## src/rtl/cart_fetch.sv

```systemverilog
// Cartridge ROM responder: one-word cache in front of a req/ack word memory; hits return in 1 clock, misses 1 clock after ack.
// Stalls by holding mem_req until ack; accepts during a fetch park in a depth-1 pending slot (newest wins).
module cart_fetch #(
   parameter int                MEM_AW = 25,
   parameter logic [MEM_AW-1:0] BASE   = '0
) (
   input  logic              clk_sys,
   input  logic              reset_n,
   input  logic              loading,
   input  logic              pclk1,
   input  logic              pclk0,
   input  logic              cart_sel,
   input  logic [18:0]       cart_addr,
   input  logic [18:0]       cart_mask,
   output logic [7:0]        cart_out,
   output logic              mem_req,
   output logic [MEM_AW-1:0] mem_addr,
   input  logic              mem_ack,
   input  logic [15:0]       mem_rdata,
   output logic              fetch_late
);

   typedef enum logic {IDLE, REQ} state_t;

   state_t      state, state_nxt;
   logic [17:0] tag;
   logic        valid;
   logic [15:0] word;
   logic [18:0] cur;
   logic        pend;
   logic [18:0] pend_addr;
   logic        reeval;
   logic        cur_new;

   logic [18:0] ea;
   logic [18:0] eval_addr;
   logic        acc;
   logic        eval;
   logic        hit;
   logic        launch;
   logic        done;

   assign ea      = cart_addr & cart_mask;
   assign acc     = pclk1 && cart_sel && !loading;
   assign mem_req = (state == REQ);

   always_ff @(posedge clk_sys or negedge reset_n) begin
      if (!reset_n) state <= IDLE;
      else          state <= state_nxt;
   end

   // A fresh accept in the re-evaluation cycle supersedes the parked address.
   always_comb begin
      state_nxt = state;
      eval_addr = acc ? ea : pend_addr;
      eval      = 1'b0;
      hit       = 1'b0;
      launch    = 1'b0;
      done      = 1'b0;
      case (state)
         IDLE: begin
            eval   = !loading && (acc || reeval);
            hit    = eval && valid && (tag == eval_addr[18:1]);
            launch = eval && !hit;
            if (launch) state_nxt = REQ;
         end
         REQ: begin
            done = mem_ack;
            if (done) state_nxt = IDLE;
         end
         default: state_nxt = IDLE;
      endcase
   end

   always_ff @(posedge clk_sys or negedge reset_n) begin
      if (!reset_n) begin
         tag        <= '0;
         valid      <= 1'b0;
         word       <= '0;
         cur        <= '0;
         pend       <= 1'b0;
         pend_addr  <= '0;
         reeval     <= 1'b0;
         cur_new    <= 1'b0;
         cart_out   <= '0;
         mem_addr   <= '0;
         fetch_late <= 1'b0;
      end else begin
         reeval     <= 1'b0;
         fetch_late <= pclk0 && (state == REQ) && cur_new;

         if (launch) begin
            cur      <= eval_addr;
            mem_addr <= BASE + {{(MEM_AW-19){1'b0}}, eval_addr[18:1], 1'b0};
            cur_new  <= 1'b1;
         end else if (pclk1) begin
            cur_new  <= 1'b0;
         end

         if (hit)
            cart_out <= eval_addr[0] ? word[15:8] : word[7:0];

         // Data returned while a download is in progress is stale; drop it.
         if (done && !loading) begin
            word     <= mem_rdata;
            tag      <= cur[18:1];
            cart_out <= cur[0] ? mem_rdata[15:8] : mem_rdata[7:0];
         end

         if (loading) begin
            valid <= 1'b0;
            pend  <= 1'b0;
         end else if (done) begin
            valid  <= 1'b1;
            pend   <= 1'b0;
            reeval <= pend || acc;
            if (acc) pend_addr <= ea;
         end else if ((state == REQ) && acc) begin
            pend      <= 1'b1;
            pend_addr <= ea;
         end
      end
   end

endmodule

```

## config.mk

```make
export PLATFORM = sky130hd
export DESIGN_NAME = cart_fetch
export DESIGN_NICKNAME = d
export VERILOG_FILES = /design/src/rtl/cart_fetch.sv
export SDC_FILE = /design/constraint.sdc
export NUM_CORES = 1
export LEC_CHECK = 0
export CORE_MARGIN = 2
export CORE_UTILIZATION = 46
export CTS_CLUSTER_SIZE = 14
export DETAILED_ROUTE_END_ITERATION = 10
export PLACE_DENSITY = 0.86
export SYNTH_ARGS = -nofsm -noshare
export SYNTH_HDL_FRONTEND = slang
export SYNTH_SLANG_ARGS = --single-unit
```

## constraint.sdc

```tcl
create_clock -name clk_sys -period 2.15 [get_ports clk_sys]
set_input_delay 0.215 -clock clk_sys [delete_from_list [all_inputs] [get_ports clk_sys]]
set_output_delay 0.215 -clock clk_sys [all_outputs]
set_load 0.02 [all_outputs]
```

==> impl_metrics.toml, run 1 <==
[critical_path]
cp_slowest_stage_delay_ns = 0.41
cp.buffers_inverters = 2
r2r_end = "cart_out[0]"
startpoint_type = "flip-flop"
rr_startpoint = "tag[1]"
crit_type = "reg2reg"
cp.required_ns = 2.40
path_max_fanout = 8
cp_top_family = "simple AND/OR/NAND/NOR gates"
critPathSlowestCell = "dfrtp_1"
crit_chain = "buf_4 > xor2_1 > nor2_1 > nand4_1 > o41ai_2 > nand3_2 > o31ai_4 > buf_12 > mux2_4"
crit_arrival_ns = 2.49
rrSetupSlack_ns = -0.09
rr_worst_depth = 9
end_kind = "flip-flop"

[power_and_ir_drop]
power_switching_mw = 2.00
powerDensity_nw_per_um2 = 967
ir_drop_uv = 400
p_total_mw = 5.84
pwr-share-clk_pct = 21.7
p_seq_share_pct = 41.4
p_leak_nw = 2.88
p_sw_share_pct = 34.2
power_frac_comb_pct = 36.9
intPower_mw = 3.84

[run_status]
violations = "negative setup slack"
status = "finished, violations left"

[final_layout]
fin_nets = 661
diodes = 0
utilization_pct = 65.6
syn_to_final_growth_pct = 38.6
fillers = 638
seqCellArea_sq_um = 2150
finalInstanceArea_sq_um = 6030
multi_input_area_sq_um = 2070
drive_gt1_share_pct = 22.1

[timing]
fin_ws_ns = -0.0925
period_minus_slack_ns = 2.24
fin_crit_sh_pct = 104
setup_viol = 27
fin_skew_ns = 0.0125
hold_violations = 0
slew_violations = 0
rsz0062_at_grt = "yes"
slew_headroom_pct = 59.4
worst_pin_slew_ns = 0.609
setup_tns_ns = -1.48
max_freq_ghz = 0.446

[placement]
place.gp.congestion = 0.886
hpwlAfterDp_um = 8100
place_area_sq_um = 5540
port_buffers = 88

[clocking]
cts_buffers = 9
clkLatencyLatePin_ns = 0.36
cts_root_buffer = "clkbuf_8"
cts_tree = "yes"
cts_max_path_buffers = 2
cts_sinks = 86
clk_pin_slew_ns = 0.09
htree_levels = 3

[global_route]
first_global_vias = 3957
grt_first_pass_wirelength_um = 19400
grt_use_total_pct = 24.6
grt_overflow = 0
grt_max_degree = 47
antenna_found_initial = 0

[floorplan]
row_count = 35
fp.dieW_um = 101
coreArea_sq_um = 9200
die-area_sq_um = 10300
die_h_um = 101
start_util_pct = 47.4
ios = 96

[synthesis]
synth_seq_cells = 86
yosysWarnings = 0
yosysUniqueCellTypes = 41
syn_inst = 483
synth_edf_count = 0
synth_area_sq_um = 4360
synth_top_flop_cell = "dfrtp_1"
seq_area_frac_synth_pct = 49.4
async_flop_share_pct = 100
synth.avg_cell_area_sq_um = 9.02

[drt]
drt_wl_total_um = 12600
ant_nets = 0
drt_iter0_markers = 331
avgViaCountPerCell = 5.51
drc_errors = 0
dr.pass1.iters = 5
wire_per_inst_um = 17.6
vias = 3944

[min_path]
hold_path_end = "cur_new"
worstHoldStart = "pclk1"
hp-class = "in2reg"
whs_path_depth = 3

[run]
maxCapViolCount = 0
[cells in the final DEF (no fill, tap or decap), types with 2 or more instances in the layout]
| cell | netlist | layout |
|---|---|---|
| nand2_1 | 158 | 155 |
| dfrtp_1 | 86 | 86 |
| clkdlybuf4s50_1 | 0 | 84 |
| buf_4 | 27 | 49 |
| o21ai_0 | 50 | 42 |
| mux2_4 | 0 | 22 |
| inv_1 | 16 | 15 |
| nor2_1 | 14 | 13 |
| a21oi_1 | 15 | 10 |
| clkbuf_8 | 0 | 10 |
| mux2i_1 | 11 | 9 |
| xor2_1 | 8 | 8 |
| a31oi_1 | 8 | 8 |
| o21ai_1 | 1 | 7 |
| conb_1 | 1 | 7 |
| buf_6 | 1 | 7 |
| a21oi_2 | 0 | 5 |
| xnor2_1 | 6 | 5 |
| mux2_2 | 27 | 5 |
| and3_1 | 4 | 3 |
| nand3_1 | 4 | 3 |
| buf_12 | 0 | 3 |
| nand3_2 | 1 | 2 |
| a22oi_2 | 0 | 2 |
| nand4_1 | 2 | 2 |
| o221ai_1 | 2 | 2 |
| nor4b_2 | 0 | 2 |
| mux2i_2 | 0 | 2 |
| nand2_2 | 0 | 2 |
| clkinvlp_4 | 0 | 2 |
| clkinv_2 | 0 | 2 |
| bufinv_16 | 0 | 2 |
[worst max-delay path by stage]
stage             startpoint           to  depth (start not counted)
2_1_floorplan        loading  cart_out[0]                          8
3_3_place_gp           pclk1       cur[3]                          9
3_5_place_dp           pclk1       cur[9]                          9
4_1_cts        pend_addr[14]  cart_out[3]                          7
5_1_grt               tag[1]  cart_out[0]                          9
6_report              tag[1]  cart_out[0]                          9
[registers in the layout, summed over array words and instances (netlist names)]
signal / count
cart_out: 8
cur: 19
cur_new: 1
fetch_late: 1
mem_req: 1
pend: 1
pend_addr: 19
reeval: 1
tag: 18
valid: 1
word: 16
[timing repair]
item	4_1_cts	5_1_grt
pin swaps	13	9
setup endpoints to repair	29	29
buffers inserted	7	3
hold endpoints to repair	45	0
hold buffers	1	0
gates resized for setup	44	22
[final cells by class]
class	count	share of cell area, %
Clock buffer	10	2.28
Inverter	16	0.995
Tap cell	111	2.30
Sequential cell	86	35.7
Multi-Input combinational cell	339	34.3
Clock inverter	6	1.41
Timing Repair Buffer	148	23.1
[routing by layer]
| metal | wire, um | GRT usage [%] |
|---|---|---|
| met1 | 4920 | 30.6 |
| met3 | 835 | 4.49 |
| met2 | 6440 | 41.7 |
| met5 | 0 | 0 |
| met4 | 397 | 11.6 |
[per-stage QoR]
stage / cells / worst slack [ns] / hold WS, ns
6_report: 716 / -0.0925 / 0.169
5_1_grt: 716 / -0.172 / 0.184
4_1_cts: 713 / -0.0288 / 0.174
3_5_place_dp: 689 / -0.736 / 0.253
3_3_place_gp: 689 / -0.670 / 0.245
2_1_floorplan: 489 / -0.0413 / -0.0806
[cells in the mapped netlist, types with 4 or more instances]
master,count,area share [%]
inv_1,16,1.4
a31oi_1,8,1.1
a21oi_1,15,1.7
xor2_1,8,1.6
nor2_1,14,1.2
mux2i_1,11,2.5
and3_1,4,0.57
xnor2_1,6,1.2
buf_1,4,0.34
buf_4,27,4.7
nand3_1,4,0.46
nand2_1,158,14
mux2_2,27,7.0
dfrtp_1,86,49
clkbuf_1,13,1.1
o21ai_0,50,5.7
[power by group through the flow]
| stage | sequential, mW | combinational [mW] | clock (mW) |
|---|---|---|---|
| finish | 2.42 | 2.15 | 1.27 |
| global route | 2.45 | 2.32 | 1.34 |
| CTS | 2.38 | 2.04 | 1.27 |
| global placement | 2.38 | 1.82 | 0 |
| floorplan | 2.40 | 1.13 | 0 |
| detailed placement | 2.40 | 1.88 | 0 |
[worst register-to-register path, delay by kind of cell (launching register included)]
family / cells / cell delay, ns
xor+xnor: 1 / 0.13
simple gates: 3 / 0.50
mux: 1 / 0.31
compound gates: 2 / 0.44
flops: 1 / 0.41
buf+inv: 2 / 0.34
[cell families after synthesis]
| family | Yosys count | synth area share [%] |
|---|---|---|
| flip-flops | 86 | 49.4 |
| XOR/XNOR | 14 | 2.82 |
| AND/OR/NAND/NOR | 193 | 18.1 |
| AO/OA/AOI/OAI | 87 | 12.0 |
| buffers and inverters | 64 | 8.10 |
| other | 1 | 0.0861 |
| multiplexers | 38 | 9.51 |
(Power assumes the default switching activity.)
==> run 2, diff against run 1 <==
- CTS_CLUSTER_SIZE: 14 -> unset
==> results of run 2 <==
Final layout, timing and power as in run 1 (identical DEF).
